$ cat src/rtl/alu_issue_ctrl_if.sv
// Issue/result handshake and ALU drive bundle between decode, the issue controller and the 64-bit ALU.
interface alu_issue_ctrl_if #(
   parameter int unsigned DATA_W = 64
);
   logic              in_valid;
   logic              in_ready;
   logic [31:0]       instr;
   logic [DATA_W-1:0] opnd_a;
   logic [DATA_W-1:0] opnd_b;
   logic [3:0]        alu_op;
   logic [DATA_W-1:0] alu_a;
   logic [DATA_W-1:0] alu_b;
   logic [5:0]        alu_shamt;
   logic [DATA_W-1:0] alu_out;
   logic              alu_zero;
   logic              alu_ovf;
   logic              res_valid;
   logic              res_ready;
   logic [DATA_W-1:0] res_data;
   logic              res_err;
   logic              flag_n;
   logic              flag_z;
   logic              flag_v;

   modport slave (
      input  in_valid, instr, opnd_a, opnd_b, alu_out, alu_zero, alu_ovf, res_ready,
      output in_ready, alu_op, alu_a, alu_b, alu_shamt, res_valid, res_data, res_err,
             flag_n, flag_z, flag_v
   );

   modport master (
      output in_valid, instr, opnd_a, opnd_b, alu_out, alu_zero, alu_ovf, res_ready,
      input  in_ready, alu_op, alu_a, alu_b, alu_shamt, res_valid, res_data, res_err,
             flag_n, flag_z, flag_v
   );
endinterface

$ cat src/rtl/alu_issue_ctrl.sv
// ALU issue controller: decodes a LEGv8 instruction, holds ALU inputs for a settle window,
// captures the result and returns it over a valid/ready handshake while tracking N/Z/V.
module alu_issue_ctrl #(
   parameter int unsigned DATA_W     = 64,
   parameter int unsigned SETTLE_CYC = 1
) (
   input logic             clk,
   input logic             rst_n,
   alu_issue_ctrl_if.slave bus
);

   localparam int unsigned CNT_W = (SETTLE_CYC > 1) ? $clog2(SETTLE_CYC) : 1;

   localparam logic [10:0] OPC_ADD  = 11'b10001011000;
   localparam logic [10:0] OPC_ADDS = 11'b10101011000;
   localparam logic [10:0] OPC_SUB  = 11'b11001011000;
   localparam logic [10:0] OPC_SUBS = 11'b11101011000;
   localparam logic [10:0] OPC_AND  = 11'b10001010000;
   localparam logic [10:0] OPC_ORR  = 11'b10101010000;
   localparam logic [10:0] OPC_EOR  = 11'b11001010000;
   localparam logic [10:0] OPC_LSL  = 11'b11010011011;
   localparam logic [10:0] OPC_LSR  = 11'b11010011010;
   localparam logic [9:0]  OPC_ADDI = 10'b1001000100;
   localparam logic [9:0]  OPC_SUBI = 10'b1101000100;
   localparam logic [8:0]  OPC_MOVZ = 9'b110100101;

   localparam logic [3:0] ALU_AND = 4'b0000;
   localparam logic [3:0] ALU_OR  = 4'b0001;
   localparam logic [3:0] ALU_ADD = 4'b0010;
   localparam logic [3:0] ALU_SLL = 4'b0011;
   localparam logic [3:0] ALU_XOR = 4'b0100;
   localparam logic [3:0] ALU_SRL = 4'b0101;
   localparam logic [3:0] ALU_SUB = 4'b0110;
   localparam logic [3:0] ALU_LUI = 4'b0111;

   typedef enum logic [1:0] {
      IDLE    = 2'd0,
      ISSUE   = 2'd1,
      CAPTURE = 2'd2,
      HOLD    = 2'd3
   } state_e;

   state_e            state_q, state_d;
   logic [CNT_W-1:0]  cnt_q, cnt_d;
   logic [3:0]        alu_op_q, alu_op_d;
   logic [DATA_W-1:0] alu_a_q, alu_a_d;
   logic [DATA_W-1:0] alu_b_q, alu_b_d;
   logic [5:0]        alu_shamt_q, alu_shamt_d;
   logic              err_q, err_d;
   logic              set_flags_q, set_flags_d;
   logic [DATA_W-1:0] res_data_q, res_data_d;
   logic              res_err_q, res_err_d;
   logic              flag_n_q, flag_n_d;
   logic              flag_z_q, flag_z_d;
   logic              flag_v_q, flag_v_d;
   logic              in_ready_q, in_ready_d;
   logic              res_valid_q, res_valid_d;

   logic [3:0]        dec_op;
   logic [DATA_W-1:0] dec_a;
   logic [DATA_W-1:0] dec_b;
   logic [5:0]        dec_shamt;
   logic              dec_err;
   logic              dec_set_flags;
   logic [10:0]       opc11;
   logic [9:0]        opc10;
   logic [8:0]        opc9;

   // Instruction decode; an unrecognised opcode leaves op/A/B at zero and marks the error.
   always_comb begin
      dec_op        = ALU_AND;
      dec_a         = '0;
      dec_b         = '0;
      dec_shamt     = '0;
      dec_err       = 1'b0;
      dec_set_flags = 1'b0;
      opc11         = bus.instr[31:21];
      opc10         = bus.instr[31:22];
      opc9          = bus.instr[31:23];
      if (opc11 == OPC_ADD || opc11 == OPC_ADDS) begin
         dec_op        = ALU_ADD;
         dec_a         = bus.opnd_a;
         dec_b         = bus.opnd_b;
         dec_set_flags = (opc11 == OPC_ADDS);
      end else if (opc11 == OPC_SUB || opc11 == OPC_SUBS) begin
         dec_op        = ALU_SUB;
         dec_a         = bus.opnd_a;
         dec_b         = bus.opnd_b;
         dec_set_flags = (opc11 == OPC_SUBS);
      end else if (opc11 == OPC_AND || opc11 == OPC_ORR || opc11 == OPC_EOR) begin
         dec_op = (opc11 == OPC_AND) ? ALU_AND : ((opc11 == OPC_ORR) ? ALU_OR : ALU_XOR);
         dec_a  = bus.opnd_a;
         dec_b  = bus.opnd_b;
      end else if (opc11 == OPC_LSL || opc11 == OPC_LSR) begin
         // The ALU shifts its B input, so the Rn value is steered onto B.
         dec_op    = (opc11 == OPC_LSL) ? ALU_SLL : ALU_SRL;
         dec_b     = bus.opnd_a;
         dec_shamt = bus.instr[15:10];
      end else if (opc10 == OPC_ADDI || opc10 == OPC_SUBI) begin
         dec_op = (opc10 == OPC_ADDI) ? ALU_ADD : ALU_SUB;
         dec_a  = bus.opnd_a;
         dec_b  = DATA_W'(bus.instr[21:10]);
      end else if (opc9 == OPC_MOVZ) begin
         dec_op = ALU_LUI;
         dec_b  = DATA_W'(bus.instr[20:5]) << {bus.instr[22:21], 4'b0000};
      end else begin
         dec_err = 1'b1;
      end
   end

   // Next-state and register updates.
   always_comb begin
      state_d     = state_q;
      cnt_d       = cnt_q;
      alu_op_d    = alu_op_q;
      alu_a_d     = alu_a_q;
      alu_b_d     = alu_b_q;
      alu_shamt_d = alu_shamt_q;
      err_d       = err_q;
      set_flags_d = set_flags_q;
      res_data_d  = res_data_q;
      res_err_d   = res_err_q;
      flag_n_d    = flag_n_q;
      flag_z_d    = flag_z_q;
      flag_v_d    = flag_v_q;
      unique case (state_q)
         IDLE: begin
            if (bus.in_valid && in_ready_q) begin
               alu_op_d    = dec_op;
               alu_a_d     = dec_a;
               alu_b_d     = dec_b;
               alu_shamt_d = dec_shamt;
               err_d       = dec_err;
               set_flags_d = dec_set_flags;
               cnt_d       = '0;
               state_d     = ISSUE;
            end
         end
         ISSUE: begin
            if (cnt_q == CNT_W'(SETTLE_CYC - 1)) begin
               state_d = CAPTURE;
            end else begin
               cnt_d = cnt_q + CNT_W'(1);
            end
         end
         CAPTURE: begin
            res_data_d = err_q ? '0 : bus.alu_out;
            res_err_d  = err_q;
            if (set_flags_q && !err_q) begin
               flag_n_d = bus.alu_out[DATA_W-1];
               flag_z_d = bus.alu_zero;
               flag_v_d = bus.alu_ovf;
            end
            state_d = HOLD;
         end
         HOLD: begin
            if (bus.res_ready) begin
               state_d = IDLE;
            end
         end
         default: state_d = IDLE;
      endcase
      in_ready_d  = (state_d == IDLE);
      res_valid_d = (state_d == HOLD);
   end

   always_ff @(posedge clk or negedge rst_n) begin
      if (!rst_n) begin
         state_q     <= IDLE;
         cnt_q       <= '0;
         alu_op_q    <= '0;
         alu_a_q     <= '0;
         alu_b_q     <= '0;
         alu_shamt_q <= '0;
         err_q       <= 1'b0;
         set_flags_q <= 1'b0;
         res_data_q  <= '0;
         res_err_q   <= 1'b0;
         flag_n_q    <= 1'b0;
         flag_z_q    <= 1'b0;
         flag_v_q    <= 1'b0;
         in_ready_q  <= 1'b1;
         res_valid_q <= 1'b0;
      end else begin
         state_q     <= state_d;
         cnt_q       <= cnt_d;
         alu_op_q    <= alu_op_d;
         alu_a_q     <= alu_a_d;
         alu_b_q     <= alu_b_d;
         alu_shamt_q <= alu_shamt_d;
         err_q       <= err_d;
         set_flags_q <= set_flags_d;
         res_data_q  <= res_data_d;
         res_err_q   <= res_err_d;
         flag_n_q    <= flag_n_d;
         flag_z_q    <= flag_z_d;
         flag_v_q    <= flag_v_d;
         in_ready_q  <= in_ready_d;
         res_valid_q <= res_valid_d;
      end
   end

   assign bus.in_ready  = in_ready_q;
   assign bus.alu_op    = alu_op_q;
   assign bus.alu_a     = alu_a_q;
   assign bus.alu_b     = alu_b_q;
   assign bus.alu_shamt = alu_shamt_q;
   assign bus.res_valid = res_valid_q;
   assign bus.res_data  = res_data_q;
   assign bus.res_err   = res_err_q;
   assign bus.flag_n    = flag_n_q;
   assign bus.flag_z    = flag_z_q;
   assign bus.flag_v    = flag_v_q;

endmodule
$ cat src/flat_wrapper.sv
// flat-port wrapper written by rule: the top's interface ports become plain ports
module alu_issue_ctrl_flat 
#(
   parameter int unsigned DATA_W     = 64,
   parameter int unsigned SETTLE_CYC = 1
)
  (clk, rst_n, bus_in_valid, bus_instr, bus_opnd_a, bus_opnd_b, bus_alu_out, bus_alu_zero, bus_alu_ovf, bus_res_ready, bus_in_ready, bus_alu_op, bus_alu_a, bus_alu_b, bus_alu_shamt, bus_res_valid, bus_res_data, bus_res_err, bus_flag_n, bus_flag_z, bus_flag_v);
  alu_issue_ctrl_if #(.DATA_W(DATA_W)) bus_i ();
  input logic clk;
  input logic rst_n;
  input wire logic [$bits(bus_i.in_valid)-1:0] bus_in_valid;
  input wire logic [$bits(bus_i.instr)-1:0] bus_instr;
  input wire logic [$bits(bus_i.opnd_a)-1:0] bus_opnd_a;
  input wire logic [$bits(bus_i.opnd_b)-1:0] bus_opnd_b;
  input wire logic [$bits(bus_i.alu_out)-1:0] bus_alu_out;
  input wire logic [$bits(bus_i.alu_zero)-1:0] bus_alu_zero;
  input wire logic [$bits(bus_i.alu_ovf)-1:0] bus_alu_ovf;
  input wire logic [$bits(bus_i.res_ready)-1:0] bus_res_ready;
  output wire logic [$bits(bus_i.in_ready)-1:0] bus_in_ready;
  output wire logic [$bits(bus_i.alu_op)-1:0] bus_alu_op;
  output wire logic [$bits(bus_i.alu_a)-1:0] bus_alu_a;
  output wire logic [$bits(bus_i.alu_b)-1:0] bus_alu_b;
  output wire logic [$bits(bus_i.alu_shamt)-1:0] bus_alu_shamt;
  output wire logic [$bits(bus_i.res_valid)-1:0] bus_res_valid;
  output wire logic [$bits(bus_i.res_data)-1:0] bus_res_data;
  output wire logic [$bits(bus_i.res_err)-1:0] bus_res_err;
  output wire logic [$bits(bus_i.flag_n)-1:0] bus_flag_n;
  output wire logic [$bits(bus_i.flag_z)-1:0] bus_flag_z;
  output wire logic [$bits(bus_i.flag_v)-1:0] bus_flag_v;
  assign bus_i.in_valid = bus_in_valid;
  assign bus_i.instr = bus_instr;
  assign bus_i.opnd_a = bus_opnd_a;
  assign bus_i.opnd_b = bus_opnd_b;
  assign bus_i.alu_out = bus_alu_out;
  assign bus_i.alu_zero = bus_alu_zero;
  assign bus_i.alu_ovf = bus_alu_ovf;
  assign bus_i.res_ready = bus_res_ready;
  assign bus_in_ready = bus_i.in_ready;
  assign bus_alu_op = bus_i.alu_op;
  assign bus_alu_a = bus_i.alu_a;
  assign bus_alu_b = bus_i.alu_b;
  assign bus_alu_shamt = bus_i.alu_shamt;
  assign bus_res_valid = bus_i.res_valid;
  assign bus_res_data = bus_i.res_data;
  assign bus_res_err = bus_i.res_err;
  assign bus_flag_n = bus_i.flag_n;
  assign bus_flag_z = bus_i.flag_z;
  assign bus_flag_v = bus_i.flag_v;
  alu_issue_ctrl #(.DATA_W(DATA_W), .SETTLE_CYC(SETTLE_CYC)) u_core (.clk(clk), .rst_n(rst_n), .bus(bus_i));
endmodule
$ cat config.mk
export PLATFORM = sky130hd
export DESIGN_NAME = alu_issue_ctrl_flat
export DESIGN_NICKNAME = d
export VERILOG_FILES = /design/src/rtl/alu_issue_ctrl_if.sv /design/src/rtl/alu_issue_ctrl.sv /design/src/flat_wrapper.sv
export SDC_FILE = /design/constraint.sdc
export NUM_CORES = 1
export LEC_CHECK = 0
export BUFFER_PORTS_ARGS = -buffer_cell sky130_fd_sc_hd__buf_2
export CAP_MARGIN = 10
export CORE_AREA = 2 2 173 175
export CTS_CLUSTER_DIAMETER = 60
export DETAILED_ROUTE_END_ITERATION = 10
export DIE_AREA = 0 0 175 177
export PLACE_DENSITY = 0.65
export REMOVE_ABC_BUFFERS = 1
export SYNTH_ARGS = -nofsm -noshare
export SYNTH_HDL_FRONTEND = slang
export SYNTH_SLANG_ARGS = --single-unit
$ cat constraint.sdc
create_clock -name clk -period 3.3 [get_ports clk]
set_clock_uncertainty 0.05 [all_clocks]
set_input_delay 0.33 -clock clk [delete_from_list [all_inputs] [get_ports clk]]
set_output_delay 0.33 -clock clk [all_outputs]
set_load 0.05 [all_outputs]
==> flow_metrics.py <==
metrics = {
    "synthesis": {
        "synthFlopType": "dfrtp_1",
        "synthTopCellsByArea": "dfrtp_1 (54%), nand2_1 (10%), o21ai_0 (5.2%), nand2b_1 (4.4%), o21ai_1 (4.3%)",
        "synth.most_common_cell": "nand2_1",
        "async_reset_ff_share_pct": 100,
        "ys_seq_area_share_pct": 54.7,
        "synth-edff-count": 0,
        "synth_common_cells": "nand2_1 (266), dfrtp_1 (210), o21ai_0 (101)",
        "avgSynthCellArea_um2": 9.13,
        "ys_types": 47,
        "ys_warn_count": 0,
        "synth_top_area_share_pct": 54.5,
        "syn-cell-area_mm2": 0.00965,
        "yosysTopAreaCell": "dfrtp_1",
        "ys_ff_latch": 211,
        "netlist_instances": 1057,
    },
    "clocking": {
        "root_buffer": "clkbuf_16",
        "cts_resized": 0,
        "post_cts_buffers": 0,
        "cts.sinks": 211,
        "cts_buffers": 27,
        "cts_tree": "built",
        "clkLatencyLatePin_ns": 0.52,
        "hold_buffers": 102,
        "path_clk_slew_ns": 0.06,
        "cts_buffer_depth": 3,
        "ctsHtreeMaxLevel": 1,
    },
    "worst_setup_path": {
        "worst_ep_arrival_time_ns": 2.58,
        "endpoint": "u_core.bus.alu_b[19]",
        "timing.rr.start": "u_core.state_q[1]",
        "cp.required_ns": 3.64,
        "critical_path_class": "register to register",
        "r2r-end": "u_core.bus.alu_b[19]",
        "end_kind": "register",
        "reg2reg_depth": 4,
        "start_kind": "register",
        "critPathLaunch": "u_core.state_q[1]",
        "path_max_fanout": 41,
        "ff2ff_setup_slack_ns": 1.06,
    },
    "place": {
        "globalplace.congestion": 0.870,
        "placedCellCount": 1816,
        "dp_hpwl_um": 26300,
        "portBuffers": 431,
    },
    "sta": {
        "slew-limit-headroom_pct": 27.1,
        "tightest_slew_ns": 1.09,
        "drv_slew": 0,
        "tns_ns": 0,
        "setup_violations": 0,
        "fmax_mhz": 446,
        "timing.final.crit_period_ns": 2.24,
        "hold_viol_final": 0,
        "grt_setup_unrepaired": "false",
        "fin_crit_sh_pct": 67.9,
    },
    "cells_and_area": {
        "area_growth_pct": 46.3,
        "finalNonFillerCells": 1966,
        "nets": 1788,
        "drive_above_1_share_pct": 33.4,
    },
    "floorplan": {
        "fp-row-count": 63,
        "die_area_mm2": 0.0310,
        "die_h_um": 177,
        "die_w_um": 175,
        "io_pins": 438,
        "initial_core_util_pct": 33.0,
        "core-area_mm2": 0.0292,
    },
    "grt": {
        "grt_util_all_layers_pct": 24.3,
        "overflow": 0,
        "grt_pass1_wl_um": 58600,
        "use_met1_pct": 30.4,
        "antenna_found_initial": 3,
        "grt_pass1_vias": 10200,
        "gr-usage-met3_pct": 6.49,
        "grt_start_max_net_pins": 77,
        "busiest_layer": "met2",
        "grt_use_met2_pct": 40.3,
    },
    "power": {
        "p_leak_uw": 0.00690,
        "power.density_mw_per_mm2": 749,
        "total_power_uw": 10600,
        "ir_worst_vdd_uv": 473,
    },
    "routing": {
        "wl_per_cell_um": 19.7,
        "avgViaCountPerCell": 5.08,
        "num_vias": 9997,
        "routed_wl_um": 38700,
        "drc_errors": 0,
        "dr.pass1.iters": 5,
        "drt_iter0_drc": 739,
        "route.antenna.remaining_nets": 0,
    },
    "job": {
        "drv_cap": 0,
    },
    "status": {
        "status": "completed",
    },
    "hold_path": {
        "hp-class": "input pin to register",
    },
}
==> worst min path at each step <==
stage	startpoint	end	cells after the start
6_report	bus_alu_out[55]	u_core.bus.res_data[55]	3
3_3_place_gp	rst_n	u_core.bus.res_data[56]	1
5_1_grt	bus_alu_ovf	u_core.bus.flag_v	2
4_1_cts	bus_alu_out[54]	u_core.bus.res_data[54]	3
2_1_floorplan	rst_n	u_core.bus.alu_a[0]	0
3_5_place_dp	rst_n	u_core.bus.res_data[56]	1
==> flip-flops by register name, indices dropped and copies added, names as in the netlist <==
| register | flops |
|---|---|
| u_core.bus.flag_z | 1 |
| u_core.bus.flag_v | 1 |
| u_core.bus.alu_shamt | 6 |
| u_core.bus.flag_n | 1 |
| u_core.bus.alu_b | 64 |
| u_core.bus.res_data | 64 |
| u_core.state_q | 2 |
| u_core.err_q | 1 |
| u_core.set_flags_q | 1 |
| u_core.bus.in_ready | 1 |
| u_core.bus.alu_a | 64 |
| u_core.bus.alu_op | 3 |
| u_core.bus.res_valid | 1 |
| u_core.bus.res_err | 1 |
==> critical path: stages, from the launching register on <==
cell	delay [ns]
dfrtp_1	0.43
nor2_1	0.29
nand3_4	0.51
a221oi_1	0.66
a21oi_1	0.14
==> cell type report <==
| type | instances | area [um2] |
|---|---|---|
| Fill cell | 2785 | 15100 |
| Sequential cell | 211 | 5280 |
| Multi-Input combinational cell | 758 | 4000 |
| Timing Repair Buffer | 559 | 3490 |
| Clock buffer | 38 | 777 |
| Tap cell | 390 | 488 |
| Clock inverter | 8 | 76.3 |
| Inverter | 1 | 3.75 |
| Antenna cell | 1 | 2.50 |
==> routing by layer <==
metal	wire (um)	vias to the layer above
met2	18000	511
met4	1350	4
met1	15800	4754
met5	23	-
met3	3490	101
li1	-	4627
==> cells in the final DEF (no fill, tap or decap), drive strengths merged, types with 2 or more instances in the layout <==
cell         netlist  final
mux2               4      4
inv                1      3
nand2b            68     68
a22oi             28     28
a221oi            32     32
a222oi             4      4
nor2              52     52
nand2            267    267
buf               17    456
clkinv             0      5
nor3b              2      2
nor3              11     11
a2bb2oi           12     12
clkbuf            70     38
dfrtp            210    210
nor2b              6      6
a21oi             41     41
nand3             11     11
nor4               3      3
and3b              2      2
nand4              2      2
or2                2      2
and3               3      3
o21ai            183    183
a21o              12     12
dlygate4sd3        0    103
==> where the power goes <==
group          internal (uW)  switching (uW)  total (uW)
registers               3150             385        3540
clock network           1710            1130        2840
logic                   1080            3120        4200
total                   5940            4640       10600
==> kinds of logic (layout without fill, tap and decap cells) <==
| family | Yosys count | count (layout) | synth area share (%) |
|---|---|---|---|
| AND/OR/NAND/NOR | 434 | 434 | 20.6 |
| AO/OA/AOI/OAI | 319 | 319 | 19.7 |
| flip-flops | 211 | 211 | 54.7 |
| buffers and inverters | 88 | 606 | 4.41 |
| multiplexers | 4 | 4 | 0.467 |
| other | 1 | 2 | 0.0389 |
==> through the flow <==
step,setup WS (ns),utilization [%],hold slack [ns],instance area [um2]
floorplan,-1.43,-,-0.0156,9230
CTS,1.06,48.2,0.00000855,14100
global route,0.895,48.3,0.00647,14100
global placement,0.643,41.8,0.271,12200
detailed placement,0.592,41.8,0.272,12200
finish,1.06,48.3,0.0192,14100
No activity file was read; power rests on OpenSTA's default activity.
